## src/rtl/mips_pkg.sv

```systemverilog
// Shared types and encodings for the multi-cycle MIPS control path.
// Also used by the single-cycle control unit through mips_alu_decoder.
package mips_pkg;

  typedef enum logic [3:0] {
    S_FETCH  = 4'd0,
    S_DECODE = 4'd1,
    S_MEMADR = 4'd2,
    S_MEMRD  = 4'd3,
    S_MEMWB  = 4'd4,
    S_MEMWR  = 4'd5,
    S_EXEC   = 4'd6,
    S_ALUWB  = 4'd7,
    S_BRANCH = 4'd8,
    S_ADDIEX = 4'd9,
    S_ADDIWB = 4'd10,
    S_JUMP   = 4'd11,
    S_FAULT  = 4'd12
  } state_t;

  typedef enum logic [1:0] {
    ALU_CLS_ADD   = 2'd0,
    ALU_CLS_SUB   = 2'd1,
    ALU_CLS_FUNCT = 2'd2
  } alu_class_t;

  typedef enum logic [1:0] {
    FAULT_NONE    = 2'd0,
    FAULT_ILLEGAL = 2'd1,
    FAULT_TIMEOUT = 2'd2
  } fault_code_t;

  localparam logic [5:0] OP_RTYPE = 6'h00;
  localparam logic [5:0] OP_J     = 6'h02;
  localparam logic [5:0] OP_BEQ   = 6'h04;
  localparam logic [5:0] OP_ADDI  = 6'h08;
  localparam logic [5:0] OP_LW    = 6'h23;
  localparam logic [5:0] OP_SW    = 6'h2B;

  localparam logic [5:0] FUNCT_ADD = 6'h20;
  localparam logic [5:0] FUNCT_SUB = 6'h22;
  localparam logic [5:0] FUNCT_AND = 6'h24;
  localparam logic [5:0] FUNCT_OR  = 6'h25;
  localparam logic [5:0] FUNCT_SLT = 6'h2A;

  localparam logic [3:0] ALU_AND = 4'b0000;
  localparam logic [3:0] ALU_OR  = 4'b0001;
  localparam logic [3:0] ALU_ADD = 4'b0010;
  localparam logic [3:0] ALU_SUB = 4'b0110;
  localparam logic [3:0] ALU_SLT = 4'b0111;

endpackage

```

## src/rtl/mips_multicycle_ctrl_if.sv

```systemverilog
// Shared memory port between the control FSM (master) and the memory (slave).
interface mips_multicycle_ctrl_if;

  logic mem_req;
  logic mem_we;
  logic mem_ready;

  modport master (output mem_req, output mem_we, input mem_ready);
  modport slave  (input mem_req, input mem_we, output mem_ready);

endinterface

```

## src/rtl/mips_alu_decoder.sv

```systemverilog
// Maps an ALU operation class (and funct for R-type) to the ALU control code.
module mips_alu_decoder
  import mips_pkg::*;
(
  input  alu_class_t  alu_class_i,
  input  logic [5:0]  funct_i,
  output logic [3:0]  alu_control_o,
  output logic        illegal_o
);

  always_comb begin
    alu_control_o = ALU_ADD;
    illegal_o     = 1'b0;
    case (alu_class_i)
      ALU_CLS_ADD: alu_control_o = ALU_ADD;
      ALU_CLS_SUB: alu_control_o = ALU_SUB;
      ALU_CLS_FUNCT: begin
        case (funct_i)
          FUNCT_ADD: alu_control_o = ALU_ADD;
          FUNCT_SUB: alu_control_o = ALU_SUB;
          FUNCT_AND: alu_control_o = ALU_AND;
          FUNCT_OR:  alu_control_o = ALU_OR;
          FUNCT_SLT: alu_control_o = ALU_SLT;
          default: begin
            alu_control_o = ALU_AND;
            illegal_o     = 1'b1;
          end
        endcase
      end
      default: illegal_o = 1'b1;
    endcase
  end

endmodule

```

## src/rtl/mips_multicycle_ctrl.sv

```systemverilog
// Multi-cycle MIPS control FSM: sequences fetch/decode/execute/memory/writeback
// over one shared req/ready memory port with a wait-state timeout.
module mips_multicycle_ctrl
  import mips_pkg::*;
#(
  parameter int MEM_TIMEOUT = 16,
  parameter bit EN_ADDI     = 1'b1,
  parameter bit EN_JUMP     = 1'b1
) (
  input  logic       clk,
  input  logic       reset,
  input  logic [5:0] op,
  input  logic [5:0] funct,
  input  logic       zero,
  mips_multicycle_ctrl_if.master mem,
  output logic       iord,
  output logic       ir_write,
  output logic       pc_en,
  output logic [1:0] pc_src,
  output logic       alu_src_a,
  output logic [1:0] alu_src_b,
  output logic [3:0] alu_control,
  output logic       reg_dst,
  output logic       mem_to_reg,
  output logic       reg_write,
  output logic       fault,
  output logic [1:0] fault_code,
  output logic [3:0] state
);

  localparam int             CntW   = $clog2(MEM_TIMEOUT) + 1;
  localparam logic [CntW-1:0] CntMax = CntW'(MEM_TIMEOUT - 1);

  state_t          state_q, state_d;
  logic [CntW-1:0] wait_cnt_q, wait_cnt_d;
  fault_code_t     fault_code_q, fault_code_d;

  alu_class_t alu_class;
  logic       alu_used;
  logic [3:0] dec_alu;
  logic       dec_illegal;
  logic       mem_req_c, mem_we_c, ir_write_c, pc_en_c, reg_write_c;

  mips_alu_decoder u_alu_dec (
    .alu_class_i   (alu_class),
    .funct_i       (funct),
    .alu_control_o (dec_alu),
    .illegal_o     (dec_illegal)
  );

  always_ff @(posedge clk or posedge reset) begin
    if (reset) begin
      state_q      <= S_FETCH;
      wait_cnt_q   <= '0;
      fault_code_q <= FAULT_NONE;
    end else begin
      state_q      <= state_d;
      wait_cnt_q   <= wait_cnt_d;
      fault_code_q <= fault_code_d;
    end
  end

  always_comb begin
    state_d      = state_q;
    wait_cnt_d   = wait_cnt_q;
    fault_code_d = fault_code_q;
    mem_req_c    = 1'b0;
    mem_we_c     = 1'b0;
    iord         = 1'b0;
    ir_write_c   = 1'b0;
    pc_en_c      = 1'b0;
    pc_src       = 2'd0;
    alu_src_a    = 1'b0;
    alu_src_b    = 2'd0;
    alu_class    = ALU_CLS_ADD;
    alu_used     = 1'b0;
    reg_dst      = 1'b0;
    mem_to_reg   = 1'b0;
    reg_write_c  = 1'b0;
    fault        = 1'b0;
    case (state_q)
      S_FETCH: begin
        mem_req_c = 1'b1;
        alu_src_b = 2'd1;
        alu_used  = 1'b1;
        if (mem.mem_ready) begin
          ir_write_c = 1'b1;
          pc_en_c    = 1'b1;
          state_d    = S_DECODE;
        end
      end
      S_DECODE: begin
        alu_src_b = 2'd3;
        alu_used  = 1'b1;
        if (op == OP_LW || op == OP_SW)     state_d = S_MEMADR;
        else if (op == OP_RTYPE)            state_d = S_EXEC;
        else if (op == OP_BEQ)              state_d = S_BRANCH;
        else if (EN_ADDI && op == OP_ADDI)  state_d = S_ADDIEX;
        else if (EN_JUMP && op == OP_J)     state_d = S_JUMP;
        else begin
          state_d      = S_FAULT;
          fault_code_d = FAULT_ILLEGAL;
        end
      end
      S_MEMADR: begin
        alu_src_a = 1'b1;
        alu_src_b = 2'd2;
        alu_used  = 1'b1;
        state_d   = (op == OP_LW) ? S_MEMRD : S_MEMWR;
      end
      S_MEMRD: begin
        mem_req_c = 1'b1;
        iord      = 1'b1;
        if (mem.mem_ready) state_d = S_MEMWB;
      end
      S_MEMWB: begin
        reg_write_c = 1'b1;
        mem_to_reg  = 1'b1;
        state_d     = S_FETCH;
      end
      S_MEMWR: begin
        mem_req_c = 1'b1;
        mem_we_c  = 1'b1;
        iord      = 1'b1;
        if (mem.mem_ready) state_d = S_FETCH;
      end
      S_EXEC: begin
        alu_src_a = 1'b1;
        alu_class = ALU_CLS_FUNCT;
        alu_used  = 1'b1;
        if (dec_illegal) begin
          state_d      = S_FAULT;
          fault_code_d = FAULT_ILLEGAL;
        end else begin
          state_d = S_ALUWB;
        end
      end
      S_ALUWB: begin
        reg_write_c = 1'b1;
        reg_dst     = 1'b1;
        state_d     = S_FETCH;
      end
      S_BRANCH: begin
        alu_src_a = 1'b1;
        alu_class = ALU_CLS_SUB;
        alu_used  = 1'b1;
        pc_src    = 2'd1;
        pc_en_c   = zero;
        state_d   = S_FETCH;
      end
      S_ADDIEX: begin
        alu_src_a = 1'b1;
        alu_src_b = 2'd2;
        alu_used  = 1'b1;
        state_d   = S_ADDIWB;
      end
      S_ADDIWB: begin
        reg_write_c = 1'b1;
        state_d     = S_FETCH;
      end
      S_JUMP: begin
        pc_src  = 2'd2;
        pc_en_c = 1'b1;
        state_d = S_FETCH;
      end
      S_FAULT: fault = 1'b1;
      default: state_d = S_FAULT;
    endcase

    // A ready on the last allowed wait cycle completes the access instead of faulting.
    if (mem_req_c && !mem.mem_ready && wait_cnt_q == CntMax) begin
      state_d      = S_FAULT;
      fault_code_d = FAULT_TIMEOUT;
    end

    if (state_d != state_q)                 wait_cnt_d = '0;
    else if (mem_req_c && !mem.mem_ready)   wait_cnt_d = wait_cnt_q + CntW'(1);
  end

  // Strobes are masked while reset is held so an access or write is dropped immediately.
  assign mem.mem_req  = mem_req_c & ~reset;
  assign mem.mem_we   = mem_we_c & ~reset;
  assign ir_write     = ir_write_c & ~reset;
  assign pc_en        = pc_en_c & ~reset;
  assign reg_write    = reg_write_c & ~reset;
  assign alu_control  = alu_used ? dec_alu : 4'b0000;
  assign fault_code   = fault_code_q;
  assign state        = state_q;

endmodule

```

## src/flat_wrapper.sv

```systemverilog
// flat-port wrapper written by rule: the top's interface ports become plain ports
module mips_multicycle_ctrl_flat import mips_pkg::*;
#(
  parameter int MEM_TIMEOUT = 16,
  parameter bit EN_ADDI     = 1'b1,
  parameter bit EN_JUMP     = 1'b1
)
  (clk, reset, op, funct, zero, iord, ir_write, pc_en, pc_src, alu_src_a, alu_src_b, alu_control, reg_dst, mem_to_reg, reg_write, fault, fault_code, state, mem_mem_req, mem_mem_we, mem_mem_ready);
  mips_multicycle_ctrl_if mem_i ();
  input  logic clk;
  input  logic reset;
  input  logic [5:0] op;
  input  logic [5:0] funct;
  input  logic zero;
  output logic iord;
  output logic ir_write;
  output logic pc_en;
  output logic [1:0] pc_src;
  output logic alu_src_a;
  output logic [1:0] alu_src_b;
  output logic [3:0] alu_control;
  output logic reg_dst;
  output logic mem_to_reg;
  output logic reg_write;
  output logic fault;
  output logic [1:0] fault_code;
  output logic [3:0] state;
  output wire logic [$bits(mem_i.mem_req)-1:0] mem_mem_req;
  output wire logic [$bits(mem_i.mem_we)-1:0] mem_mem_we;
  input wire logic [$bits(mem_i.mem_ready)-1:0] mem_mem_ready;
  assign mem_mem_req = mem_i.mem_req;
  assign mem_mem_we = mem_i.mem_we;
  assign mem_i.mem_ready = mem_mem_ready;
  mips_multicycle_ctrl #(.MEM_TIMEOUT(MEM_TIMEOUT), .EN_ADDI(EN_ADDI), .EN_JUMP(EN_JUMP)) u_core (.clk(clk), .reset(reset), .op(op), .funct(funct), .zero(zero), .mem(mem_i), .iord(iord), .ir_write(ir_write), .pc_en(pc_en), .pc_src(pc_src), .alu_src_a(alu_src_a), .alu_src_b(alu_src_b), .alu_control(alu_control), .reg_dst(reg_dst), .mem_to_reg(mem_to_reg), .reg_write(reg_write), .fault(fault), .fault_code(fault_code), .state(state));
endmodule
```

## config.mk

```make
export PLATFORM = sky130hd
export DESIGN_NAME = mips_multicycle_ctrl_flat
export DESIGN_NICKNAME = d
export VERILOG_FILES = /design/src/rtl/mips_pkg.sv /design/src/rtl/mips_multicycle_ctrl_if.sv /design/src/rtl/mips_alu_decoder.sv /design/src/rtl/mips_multicycle_ctrl.sv /design/src/flat_wrapper.sv
export SDC_FILE = /design/constraint.sdc
export NUM_CORES = 1
export LEC_CHECK = 0
export CELL_PAD_IN_SITES_DETAIL_PLACEMENT = 0
export CELL_PAD_IN_SITES_GLOBAL_PLACEMENT = 1
export CORE_ASPECT_RATIO = 0.8
export CORE_MARGIN = 2
export CORE_UTILIZATION = 26
export DETAILED_ROUTE_END_ITERATION = 16
export MAX_ROUTING_LAYER = met4
export PLACE_DENSITY = 0.68
export SYNTH_ARGS = -nofsm -noshare
export SYNTH_HDL_FRONTEND = slang
export SYNTH_SLANG_ARGS = --single-unit
```

## constraint.sdc

```tcl
create_clock -name clk -period 4.3 [get_ports clk]
set_clock_uncertainty 0.2 [all_clocks]
set_input_delay 0.86 -clock clk [delete_from_list [all_inputs] [get_ports clk]]
set_output_delay 0.86 -clock clk [all_outputs]
set_load 0.03 [all_outputs]
```

### Word level (Yosys, flattened, before mapping)

Index checks and enable logic that the tools add are counted.

| word-level totals | value |
|---|---|
| bits in read-only memories | 0 |
| RAM bits | 0 |
| output and inout port bits | 24 |
| memories | 0 |
| input bits | 16 |
| word-level logic and storage cells | 103 |
| flip-flop bits (word level) | 11 |
| latch bits | 0 |

| operators by class | value |
|---|---|
| $lt $le $gt $ge | 0 |
| add/sub/neg operators | 1 |
| multipliers | 0 |
| bitwise gates (word level) | 6 |
| mux-type cells | 42 |
| div/mod/pow operators | 0 |
| reductions and logical operators | 19 |
| equal/unequal tests | 32 |
| shift operators | 0 |

Operator list:

| cell | number |
|---|---|
| $eq A6 B6 Y1 const B | 7 |
| $mux W4 | 9 |
| $pmux W4 S9 | 1 |
| $eq A4 B4 Y1 const B | 5 |
| $eq A4 B3 Y1 const B | 4 |
| $ne A3 B3 Y1 const B | 5 |
| $mux W2 | 7 |
| $mux W1 | 12 |
| $pmux W2 S2 | 3 |
| $pmux W3 S4 | 1 |
| $mux W5 | 2 |
| $reduce_or A5 Y1 | 2 |
| $mux W3 | 3 |
| $eq A4 B2 Y1 const B | 2 |
| $reduce_and A7 Y1 | 1 |
| $eq A6 B2 Y1 const B | 1 |
| $eq A6 B3 Y1 const B | 1 |
| $eq A6 B4 Y1 const B | 1 |
| $logic_not A6 Y1 | 1 |
| $pmux W2 S3 | 1 |
| $pmux W3 S2 | 1 |
| $reduce_or A2 Y1 | 3 |
| $reduce_or A3 Y1 | 2 |
| $reduce_or A6 Y1 | 1 |
| other kinds (19) | 24 |

### Logic depth before layout (Yosys ltp)

| logic depth | value |
|---|---|
| depth after elaboration | 10 |
| mapped depth | 11 |

### By module

From an unflattened synthesis, not the netlist that was laid out.

| second synthesis, totals | value |
|---|---|
| cell total of the unflattened synthesis | 175 |
| area, all modules | 1368.8 um^2 |

By module, submodules not included:

| module | cells each | times used | sequential area each (um^2) | area each (um^2) |
|---|---|---|---|---|
| mips_multicycle_ctrl | 153 | 1 | 275.3 | 1218.7 |
| mips_alu_decoder | 22 | 1 | 0.0 | 150.1 |

### Least setup slack after synthesis

Ideal clock, no wire load.

| path | value |
|---|---|
| kind | reg-to-output |
| from | register u_core.state_q[1], in the netlist u_core.state[1] |
| to | output alu_control[0] |
| path slack | 0.601 ns |
| data required time | 3.240 ns |
| cell stages (with the launch flop) | 7 |
| arrival time | 2.639 ns |
| buffers on the path | 2 |
| cell sequence | dfrtp_1 buf_2 or2_2 clkbuf_1 nor2_1 ha_1 nor4b_1 |

| on the way | value |
|---|---|
| word-level cells in the longest chain between the ends | 5 |

Ends and longest elaborated chain:

| element | line | source |
|---|---|---|
| start, declared | mips_multicycle_ctrl.sv:34 | `state_t state_q, state_d;` |
| start signal, assigned | mips_multicycle_ctrl.sv:57 | `state_q <= state_d;` |
| $eq A4 B4 Y1 or $eq A4 B3 Y1 (tied branches) | mips_multicycle_ctrl.sv:81 | `case (state_q)` |
| $pmux W2 S2 | mips_multicycle_ctrl.sv:81 |  |
| $eq A2 B2 Y1 or $eq A2 B1 Y1 (tied branches) | mips_alu_decoder.sv:14 | `case (alu_class_i)` |
| $pmux W3 S2 | mips_alu_decoder.sv:14 |  |
| $mux W3 * | mips_multicycle_ctrl.sv:186 | `assign alu_control = alu_used ? dec_alu : 4'b0000;` |
| end, declared | flat_wrapper.sv:21 | `output logic [3:0] alu_control;` |

Mark *: on every way between the ends. The rest lies on a longest branch, timed or not.

### Worst setup path after layout

| path | value |
|---|---|
| from | input funct[0] |
| to | output alu_control[0] |

| on the way | value |
|---|---|
| word-level cells in the longest chain between the ends | 4 |

Ends and longest elaborated chain:

| element | line | source |
|---|---|---|
| start, declared | flat_wrapper.sv:13 | `input logic [5:0] funct;` |
| $eq A6 B6 Y1 | mips_alu_decoder.sv:18 | `case (funct_i)` |
| $pmux W3 S4 * | mips_alu_decoder.sv:18 |  |
| $pmux W3 S2 * | mips_alu_decoder.sv:14 |  |
| $mux W3 * | mips_multicycle_ctrl.sv:186 |  |

Marks and branches as above.

==> results.md <==
* Post-synth top area share at roughly 20%
* First-pass DRT Iterations at 4
* First DRT Iteration DRCs at 86
* CP Max Fanout at 3
* Maxcap violations at 0
* RSZ-0062 raised after global routing: false
* Finished Layout Cells at ~270
* Utilization after layout at 35.4%
* Register area at between 200 and 300 µm²
* Slowest-stage cell, CP: clkdlybuf4s50_1
* Clock slew at reported path FFs at 0.05 ns
* Hold Path Class: flop to flop
* Placed wire-length estimate at approximately 2.8 mm
* Largest net degree at the start of global routing at 18
* Sequential area share after synthesis at 20.4%
* Final setup viols at 0
* Worst Tran Pin Value at roughly 0.76 ns
* Synth async-reset ratio at 100%
* Initial antenna violation count at 0
* Placed cell count at approximately 260
* Initial core utilization at a little over a quarter
* Ant. Diodes at 0
* Fin. max-slew vios at 0
* Dominant cells by area after synthesis: dfrtp_1 20%, nor3_1 5.2%, bufbuf_16 4.8%, ha_1 4.6%, nor2_1 4.4%
* Max incr delay on CP at ~0.7 ns
* WL final at 3.53 mm
* Worst Path Buf+Inv at 2
* Root buffer cell: clkbuf_8
* Synth cell types at 56
* Arrival @ worst endpoint at between 2 and 3 ns
* Total Power at roughly 0.0011 W
* Wirelength per Cell at 13.3 µm
* Multi-input gate area at 917 µm²
* Die Span Y at around 68 µm
* Fillers at approximately 550
* Rows at 23
* Setup WS post-layout at about 0.28 ns
* Dpl ws at approximately 0.27 ns
* First-pass GRT wire length at 5.80 mm
* Area grow syn2layout at 31.0%
* Syn nets at 188
* Via count at roughly 1,300
* Final hold vios at 0
* Mapped Cells at about 170
* Setup Buffers After CTS at 0
* Minimum clock period at between 4 and 5 ns
* CTS tree: built
* Count leader, synth: nor2_1
* Cells along the critical path: clkdlybuf4s50_1 -> nor4b_1 -> a32oi_1 -> nor4b_1 -> clkdlybuf4s50_1
* Max VDD drop at ~0.28 mV
* NumNets Final at ~230
* DIE AREA at just under 0.006 mm²
* Setup TNS at 0 ns
* Pwr Density at ~600 mW/mm²
* Vias in the first global route at around 1,100
* IO Pins at 40
* Crit path launch type: primary input
* Critical Path End Type: output pin
* Longest Clk Path Bufs at 2
* DRC viols at 0
* WP data required at about 3.2 ns
* GPL Wtd Cong at 0.795
* Post-route antenna net violation count at 0
* Flops & latches, synth at 11
* Status: complete, no violations
* Synth Cell Area at 0.00135 mm²
* GRT Total Usage at 12.8%
* F_max at about 250 MHz
* Area leader, netlist: dfrtp_1
* Crit path kind: primary input to output pin
* Post-synth top cells: 16 x nor2_1, 14 x nor3_1, 12 x nand2_1
* Main synth FF type: dfrtp_1
* Synth warnings at 0
* GRT overflow at 0
* CTS Hold Bufs at 0
* Largest delay share family, worst path: buffers and inverters
* Max-slew headroom at about half
* H-tree level count at 1
* Post-CTS Resized at 0
* Latest clock arrival within the worst-skew pair at 0.24 ns
* TritonCTS Sinks at 11
* Syn Area/Cell at 8.09 µm²
* Port Buffers at 38
* Die Span X at 84.6 µm
* Fin crit share at about 94%
* Leak at 0.686 nW
* Layout cell share with drive strength beyond 1 at approximately a tenth
* Num CTS Buffers at 3
* Via/cell ratio at around 5.0
* Post-synth EDFFs at 0
* Core Region at 0.00501 mm²
placed cells by master, fill, tap and decap left out, drive strengths merged, types with 2 or more instances in the layout:
cell and instances:
nor3 14, nand3 11, nand3b 2, nor2 16, o21ai 11, clkdlybuf4s50 38
nor4b 4, nand2b 2, o21a 4, ha 5, or3 2, clkbuf 4
buf 5, o311ai 3, o2111ai 2, nor2b 2, dfrtp 11, and3 3
nand4 2, nand2 12, a21oi 8, inv 10, o31a 2, a31oi 2
xor2 6
path summary, 6_finish.rpt:
path / start / to / slack (ns) / depth (start not counted)
max: funct[0] / alu_control[0] / 0.28 / 5
min: u_core.fault_code[0] / u_core.fault_code[0] / 0.30 / 1
max reg2reg: u_core.state[1] / u_core.wait_cnt_q[0] / 0.99 / 9
min reg2reg: u_core.fault_code[0] / u_core.fault_code[0] / 0.30 / 1
max in group asynchronous: reset / u_core.wait_cnt_q[0] / 2.91 / 3
min in group asynchronous: reset / u_core.state[2] / 0.83 / 3
flip-flops by register name, summed over array words and instances, names as in the netlist:
signal,flops
u_core.fault_code,2
u_core.state,4
u_core.wait_cnt_q,5
logic make-up after synthesis:
group	synth area share, %
DFF	20.4
adders and majority gates	4.63
buffers and inverters	11.8
xor gates and xnor gates	4.54
AOI/OAI and AO/OA	22.6
and+or+nand+nor	35.1
muxes	0.741
other	0.278
stage by stage:
| stage | instance area, µm² | hold slack [ns] |
|---|---|---|
| floorplan | 1350 | 0.316 |
| global placement | 1730 | 0.295 |
| detailed placement | 1730 | 0.294 |
| CTS | 1770 | 0.310 |
| global route | 1770 | 0.326 |
| finish | 1770 | 0.303 |
per-layer routing:
layer	GRT usage, %	vias up	share of wire, %
li1	-	682	-
met1	19.5	599	54
met2	17.8	44	39
met3	2.17	2	6.6
met4	1.79	0	0.57
met5	-	-	0
worst register-to-register path: cells and delay by family (launching register included):
family	cells	cell delay, ns
buffers and inverters	1	0.08
adders and majority gates	1	0.26
AOI/OAI and AO/OA	1	0.31
DFF	1	0.52
and+or+nand+nor	6	1.82
where the power goes:
group	switching, W	internal, W	total, W	leakage, nW
combinational	0.000481	0.000315	0.000796	0.519
sequential	0.0000316	0.000124	0.000156	0.144
clock	0.0000374	0.0000650	0.000102	0.0228
final cells by class:
cell class	instances	area share, %
Multi-Input combinational cell	135	51.8
Sequential cell	11	15.5
Timing Repair Buffer	43	23.6
Clock buffer	4	2.54
Inverter	10	2.12
Tap cell	62	4.38
No activity file was read; power rests on OpenSTA's default activity.
